===== config.mk =====
export PLATFORM = sky130hd
export DESIGN_NAME = rk256_store
export DESIGN_NICKNAME = d
export VERILOG_FILES = /design/src/rtl/rk256_store.sv
export SDC_FILE = /design/constraint.sdc
export NUM_CORES = 2
export LEC_CHECK = 0
export ABC_AREA = 0
export CORE_MARGIN = 2
export CORE_UTILIZATION = 40
export CTS_CLUSTER_DIAMETER = 50
export DETAILED_ROUTE_END_ITERATION = 16
export MAX_ROUTING_LAYER = met4
export PLACE_DENSITY = 0.62
export SLEW_MARGIN = 10
export SYNTH_ARGS = -nofsm -noshare
export SYNTH_HDL_FRONTEND = slang
export SYNTH_SLANG_ARGS = --single-unit

===== constraint.sdc =====
create_clock -name mclk -period 42.1 [get_ports mclk]
set_input_delay 12.63 -clock mclk [delete_from_list [all_inputs] [get_ports mclk]]
set_output_delay 12.63 -clock mclk [all_outputs]
set_load 0.005 [all_outputs]

===== src/rtl/rk256_store.sv =====
`default_nettype none
// rk256_store: captures the 15 AES-256 round keys from the expander into a register file
// and serves them by round index in forward or reversed order with 1-cycle read latency.
module rk256_store #(
    parameter int NR    = 14,
    parameter int KEY_W = 128
) (
    input  logic             mclk,
    input  logic             arst_n,
    input  logic [0:KEY_W-1] rk256,
    input  logic [3:0]       rk256_count,
    input  logic             rk256_le,
    input  logic             kexp_busy,
    input  logic             flush,
    input  logic             rd_en,
    input  logic [3:0]       rd_idx,
    input  logic             rd_dec,
    output logic [0:KEY_W-1] rd_key,
    output logic             rd_valid,
    output logic             rd_err,
    output logic             keys_ready,
    output logic             fill_err
);

    localparam logic [1:0] S_IDLE  = 2'd0;
    localparam logic [1:0] S_FILL  = 2'd1;
    localparam logic [1:0] S_READY = 2'd2;
    localparam logic [1:0] S_FAULT = 2'd3;
    localparam logic [3:0] NR_L    = 4'(NR);

    logic [1:0]       state_q, state_d;
    logic [NR:0]      vld_q, vld_d;
    logic [3:0]       exp_idx_q, exp_idx_d;
    logic             kexp_busy_q;
    logic [0:KEY_W-1] store_q [0:NR];
    logic [0:KEY_W-1] rd_key_q, rd_key_d;
    logic             rd_valid_q, rd_valid_d;
    logic             rd_err_q, rd_err_d;
    logic             busy_rise, busy_fall, restart, wr_en;
    logic [3:0]       rd_phys;

    assign busy_rise = kexp_busy & ~kexp_busy_q;
    assign busy_fall = ~kexp_busy & kexp_busy_q;
    assign restart   = ~flush & (busy_rise | ((state_q == S_IDLE) & rk256_le));

    always_ff @(posedge mclk or negedge arst_n) begin
        if (!arst_n) begin
            state_q     <= S_IDLE;
            vld_q       <= '0;
            exp_idx_q   <= '0;
            kexp_busy_q <= 1'b0;
            rd_key_q    <= '0;
            rd_valid_q  <= 1'b0;
            rd_err_q    <= 1'b0;
        end else begin
            state_q     <= state_d;
            vld_q       <= vld_d;
            exp_idx_q   <= exp_idx_d;
            kexp_busy_q <= kexp_busy;
            rd_key_q    <= rd_key_d;
            rd_valid_q  <= rd_valid_d;
            rd_err_q    <= rd_err_d;
        end
    end

    // Key storage carries no reset; vld_q alone decides what is readable.
    always_ff @(posedge mclk) begin
        if (wr_en) begin
            store_q[rk256_count] <= rk256;
        end
    end

    always_comb begin
        state_d   = state_q;
        vld_d     = vld_q;
        exp_idx_d = exp_idx_q;
        wr_en     = 1'b0;
        if (flush) begin
            state_d   = S_IDLE;
            vld_d     = '0;
            exp_idx_d = '0;
        end else if (restart) begin
            // A new key set starts from a clean slate; key 0 may arrive in the same cycle.
            state_d   = S_FILL;
            vld_d     = '0;
            exp_idx_d = '0;
            if (rk256_le) begin
                if (rk256_count == 4'd0) begin
                    wr_en     = 1'b1;
                    vld_d[0]  = 1'b1;
                    exp_idx_d = 4'd1;
                end else begin
                    state_d = S_FAULT;
                end
            end
        end else begin
            case (state_q)
                S_FILL: begin
                    if (rk256_le) begin
                        if ((rk256_count == exp_idx_q) && (rk256_count <= NR_L)) begin
                            wr_en              = 1'b1;
                            vld_d[rk256_count] = 1'b1;
                            exp_idx_d          = exp_idx_q + 4'd1;
                            if (rk256_count == NR_L) begin
                                state_d = S_READY;
                            end
                        end else begin
                            state_d = S_FAULT;
                        end
                    end
                    if (busy_fall && !(wr_en && (rk256_count == NR_L))) begin
                        state_d = S_FAULT;
                    end
                end
                S_READY: begin
                    if (rk256_le) begin
                        state_d = S_FAULT;
                    end
                end
                default: ;
            endcase
        end
        if (state_d == S_FAULT) begin
            vld_d = '0;
        end
    end

    // Reads look at the pre-update valid map, with a write-first bypass of this cycle's capture.
    always_comb begin
        rd_phys    = rd_dec ? (NR_L - rd_idx) : rd_idx;
        rd_key_d   = rd_key_q;
        rd_valid_d = rd_en;
        rd_err_d   = 1'b0;
        if (rd_en) begin
            if (rd_idx > NR_L) begin
                rd_err_d = 1'b1;
                rd_key_d = '0;
            end else if (vld_q[rd_phys]) begin
                rd_key_d = store_q[rd_phys];
            end else if (wr_en && (rk256_count == rd_phys)) begin
                rd_key_d = rk256;
            end else begin
                rd_err_d = 1'b1;
                rd_key_d = '0;
            end
        end
    end

    always_comb begin
        keys_ready = (state_q == S_READY);
        fill_err   = (state_q == S_FAULT);
    end

    assign rd_key   = rd_key_q;
    assign rd_valid = rd_valid_q;
    assign rd_err   = rd_err_q;

endmodule
`default_nettype wire


## Word level (Yosys, flattened, before mapping)

Memory sizes are Yosys's and may differ from the RTL's.
Index checks and enable logic that the tools add are counted.

| cells by class | value |
|---|---|
| mux-type cells | 47 |
| bitwise gates (word level) | 9 |
| add/subtract/negate cells | 2 |
| reductions and logical operators | 16 |
| magnitude comparators | 5 |
| equal/unequal tests | 7 |

Operator list:

| operator | number |
|---|---|
| 2-to-1 mux 128 bit | 3 |
| 2-to-1 mux 15 bit | 6 |
| 2-to-1 mux 4 bit | 6 |
| 2-to-1 mux 1 bit | 20 |
| 2-to-1 mux 2 bit | 9 |
| OR 15 bit | 1 |
| nonzero test 4 bit | 3 |
| less-than comparator 4 x 5 -> 1 bit (second input constant) | 2 |
| nonzero test 3 bit | 3 |
| equality test 4 bit | 2 |
| equality test 2 bit (second input constant) | 3 |
| AND reduction 3 bit | 2 |
| logical AND 1 bit | 5 |
| adder 4 x 1 -> 4 bit (second input constant) | 1 |
| AND 1 bit | 4 |
| binary-select mux 1 bit (select 4 bit) | 1 |
| demux 1 bit (select 4 bit) | 1 |
| equality test 4 bit (second input constant) | 1 |
| >= comparator 4 x 1 -> 1 bit (second input constant) | 1 |
| > comparator 4 bit (second input constant) | 1 |
| <= comparator 4 bit (second input constant) | 1 |
| logical NOT 4 bit | 1 |
| case mux 2 bit (2 select lines) | 1 |
| subtractor 4 bit (first input constant) | 1 |
| other kinds (5) | 7 |

| word-level totals | value |
|---|---|
| memories kept | 1 |
| memory bits (writable) | 1920 |
| word-level logic and storage cells | 94 |
| output and inout bits | 132 |
| input port bits | 143 |
| register bits | 152 |

Memory list:

| memory | words | bits a word | read ports | clocked after Yosys merged registers in | wr ports | RTL line | RTL |
|---|---|---|---|---|---|---|---|
| store_q | 15 | 128 | 1 | 0 | 1 | 35 | `logic [0:KEY_W-1] store_q [0:NR];` |

## Logic depth before layout (Yosys ltp)

| logic depth | value |
|---|---|
| depth after elaboration | 17 |
| gate-level depth with buffers | 12 |
| depth with buffers taken out | 9 |

## Least setup slack after synthesis

Ideal clock, no wire load.

| timing path | value |
|---|---|
| kind | in2reg |
| start | input rk256_count[0] |
| end | memory store_q[3][0] in the netlist's numbering (enable) |
| setup slack | 15.700 ns |
| required time | 41.171 ns |
| buffers on the path | 0 |
| stages on the path | 5 |
| library setup time | 0.929 ns |
| arrival | 25.471 ns |
| path through | or2_2 -> o21a_1 -> nor3_2 -> a2bb2oi_1 -> nor4_1 |

| between the ends | value |
|---|---|
| longest elaborated chain between the ends | 12 |
| elaborated cells on any way between the ends | 16 |
| classes of those cells | order compare: 1; eq/ne: 1; mux: 12; reduce/logical: 2 |

RTL lines:

| element | RTL line | RTL |
|---|---|---|
| start, declared | 11 | `input logic [3:0] rk256_count,` |
| <= comparator 4 bit / equality test 4 bit (equally long branches) | 100 | `if ((rk256_count == exp_idx_q) && (rk256_count <= NR_L)) begin` |
| logical AND 1 bit | 100 |  |
| 2-to-1 mux 1 bit | 100 |  |
| 2-to-1 mux 1 bit | 99 | `if (rk256_le) begin` |
| 2-to-1 mux 1 bit | 97 | `case (state_q)` |
| 2-to-1 mux 1 bit | 82 | `end else if (restart) begin` |
| 2-to-1 mux 1 bit | 78 | `if (flush) begin` |
| 2-to-1 mux 1 bit | 97 |  |
| 2-to-1 mux 1 bit | 82 |  |
| 2-to-1 mux 1 bit | 78 |  |
| 2-to-1 mux 1 bit | 68 | `if (wr_en) begin` |
| 2-to-1 mux 1 bit (not written as such) | 69 | `store_q[rk256_count] <= rk256;` |
| end, declared | 35 |  |

Parallel ways exist; a longest one is shown, timed or not. The select of a mux whose other input is x is not followed.

## Final worst setup path

| timing path | value |
|---|---|
| start | input rd_idx[1] |
| end | register rd_key_q, in the netlist rd_key[10] |

| between the ends | value |
|---|---|
| longest elaborated chain between the ends | 7 |
| elaborated cells on any way between the ends | 11 |
| classes of those cells | add/sub: 1; order compare: 1; eq/ne: 1; mux: 6; reduce/logical: 1; memory: 1 |

RTL lines:

| element | RTL line | RTL |
|---|---|---|
| start, declared | 16 | `input logic [3:0] rd_idx,` |
| branches (longest 6 deep; another with subtractor 4 bit) | n/a |  |
| 2-to-1 mux 128 bit * | 135 | `if (rd_idx > NR_L) begin` |
| end signal, assigned | 60 | `rd_key_q <= rd_key_d;` |
| end, declared | 36 | `logic [0:KEY_W-1] rd_key_q, rd_key_d;` |

Every way passes the cells marked *. The select of a mux whose other input is x is not followed.
A chain may end at the register's enable or synchronous reset.

==> impl_metrics.ini <==
[clocking]
postCtsSetupBuffers = 0
clkSinkCount = 2072
cts.repair.resized = 0
cts-root-buf = clkbuf_16
htree_levels = 4
cts_hold_buf = 0
path_clk_slew_ns = 0.06
clk_latency_ns = 0.85
cts_inserted_buffers = 207
clock_path_buffers = 3
tritoncts = done

[synthesis]
synthAdderAreaFrac_pct = 0.109
syn_area_um2 = 80200
yosys.area_share.simple_pct = 3.38
synth_mux_area_share_pct = 11.8
avgSynthCellArea_um2 = 18.9
ys_types = 62
syn_inst = 4249
synth-compound-area-share_pct = 6.43
yosys_register_bits = 2072
synth_edf_count = 1920
ys_seq_area_share_pct = 76.7
synth_xor_area_share_pct = 0.173
ys.flop_type = edfxtp_1
syn-num-nets = 4399
synthArstFlopShare_pct = 7.34
synth_top_family_by_area = multiplexers
synth_warnings = 0

[timing]
slew_violations = 0
period_share_pct = 42.4
tightest_slew_ns = 1.16
clock_skew_ns = 0.0605
finalHoldViolCount = 0
maxSlewHeadroom_pct = 22.5
setup_viol_count_final = 0
fin_crit_ns = 17.83
fmaxAchievable_mhz = 56.1
tns_ns = 0
rsz0062_at_grt = no

[worst_setup_path]
path_common_cell = buf_4
cp_top_family = buffers and inverters
criticalPathCategory = input pin to register
path_buf_inv = 5
cp_slowest_cell = buf_4
max_stage_delay_ns = 0.75
startpoint_type = input pin
critical_path.cell_chain = clkdlybuf4s50_1, ha_1, and2_2, nor2_8, buf_12, mux4_2, nand3_1, buf_4, and4_4, buf_4, buf_4, a211o_1, a31oi_1
arrival_ns = 18.54
end_kind = register
required_ns = 42.82
worst-path-max-fanout = 132

[power_and_ir_drop]
ir_drop_mv = 0.0333
leakagePower_nw = 29.9
power_mw = 4.34
power_density_nw_per_um2 = 46.7

[drt]
vias_per_cell = 5.81
wl_um = 213000
drt-wirelength-per-cell_um = 28.8
ant_nets = 0
drtIter0Drc = 4555
drc_errors = 0
num_vias = 43100
first_pass_iters = 5

[floorplan]
rows = 164
ios = 275
coreArea_um2 = 199000
initial_core_util_pct = 40.2
die_x_um = 452
dieArea_um2 = 204000
die_height_um = 452

[layout]
n_fill_cell = 16600
seq_area_um2 = 61500
area_delta_synth_final_pct = 16.0
final_common_cell = edfxtp_1
final_cells = 7414
fin_nets = 4690
post-route-cell-area_um2 = 93000
drive_above_1_share_pct = 16.9
multi_input_area_um2 = 17800
layout_common_cells = 1920 x edfxtp_1, 341 x mux4_2, 272 x clkdlybuf4s50_1, 234 x nand2_1, 210 x clkbuf_16

[global_route]
grt_max_degree = 146
grt_usage_pct = 21.3
grt_pass1_vias = 43100
antenna_found_initial = 45
grt_first_pass_wirelength_um = 306000
grt_overflow_total = 0

[run]
cap_violations = 0

[place]
post_dp_cell_area_um2 = 86200
dp_hpwl_um = 105000
dp.cells = 6987
place.gp.congestion = 0.753
port_buffers = 274

[worst_hold_path]
holdCritPathClass = register to register

[run_status]
status = finished, final reports clean
## area by class of cell
cell class / instances / area share (%)
antenna: 37 / 0.0995
clock buffer: 293 / 6.23
sequential: 2072 / 66.1
tap: 2656 / 3.57
clock inverter: 97 / 1.08
inverter: 6 / 0.0296
multi-input combinational: 1889 / 19.1
timing repair buffer: 364 / 3.83
## flip-flops by register name, summed over array words and instances, names as in the netlist
signal	flops
exp_idx_q	4
kexp_busy_q	1
rd_err	1
rd_key	128
rd_valid	1
state_q	2
store_q	1920
vld_q	15
## kinds of logic after synthesis
family / Yosys count
DFF: 2072
AOI/OAI and AO/OA: 751
and+or+nand+nor: 600
muxes: 516
buffers and inverters: 288
xor gates and xnor gates: 15
adders and majority gates: 7
## power breakdown
part	internal (mW)	total [mW]	switching, mW
combinational	0.0951	0.264	0.168
sequential	2.25	2.25	0.00208
clock	1.04	1.83	0.785
## through the flow
step / setup slack, ns / hold slack [ns] / utilization [%]
final: 24.27 / 0.484 / 46.7
after global routing: 23.98 / 0.511 / 46.6
after detailed placement: 23.33 / 0.475 / 43.2
after global placement: 23.46 / 0.471 / 43.2
after CTS: 24.24 / 0.490 / 46.6
after floorplan: 15.70 / 0.457 / -
## layer usage
metal  global-route usage, %  vias up  share of wire (%)
li1                        -    18100                  -
met1                    28.1    22900                 42
met2                    33.0     1746                 48
met3                    4.52      380                7.5
met4                    6.75        0                3.1
met5                       -        -                  0
## synth_stat cells, types with 3 or more instances
library cell	instances	area share, %
edfxtp_1	1920	72
mux4_2	341	9.6
nand2_1	235	1.1
nor2_1	188	0.88
a21oi_1	183	1.1
clkbuf_1	181	0.85
mux2i_1	153	1.9
dfrtp_1	152	4.7
and3_1	131	1.0
a31oi_1	111	0.87
a211oi_1	107	1.0
o22ai_1	107	0.83
a211o_1	105	1.1
buf_2	65	0.41
buf_1	34	0.16
a32oi_1	24	0.26
o2bb2ai_1	23	0.25
a221oi_1	22	0.24
a22oi_1	22	0.21
mux2_2	22	0.31
o221ai_1	22	0.24
xnor2_1	10	0.11
nand3_1	8	0.050
ha_1	7	0.11
inv_1	6	0.028
nand2b_1	6	0.047
nor2b_1	6	0.047
nor3_1	5	0.031
o21ai_0	5	0.031
o31ai_1	4	0.037
xor2_1	4	0.044
nor3b_1	3	0.028
nor4_1	3	0.023
## path summary, 6_finish.rpt
path	from	to	slack, ns	cells past startpoint
min in group asynchronous	arst_n	rd_key[89]	11.86	1
worst max-delay path	rd_idx[1]	rd_key[10]	24.27	13
worst min-delay path	rd_key[49]	rd_key[49]	0.48	1
worst max register to register	exp_idx_q[0]	store_q[14][7]	37.49	7
max in group asynchronous	arst_n	rd_key[22]	28.79	2
worst min register to register	rd_key[49]	rd_key[49]	0.48	1
Power figures use the tool's default switching activity.
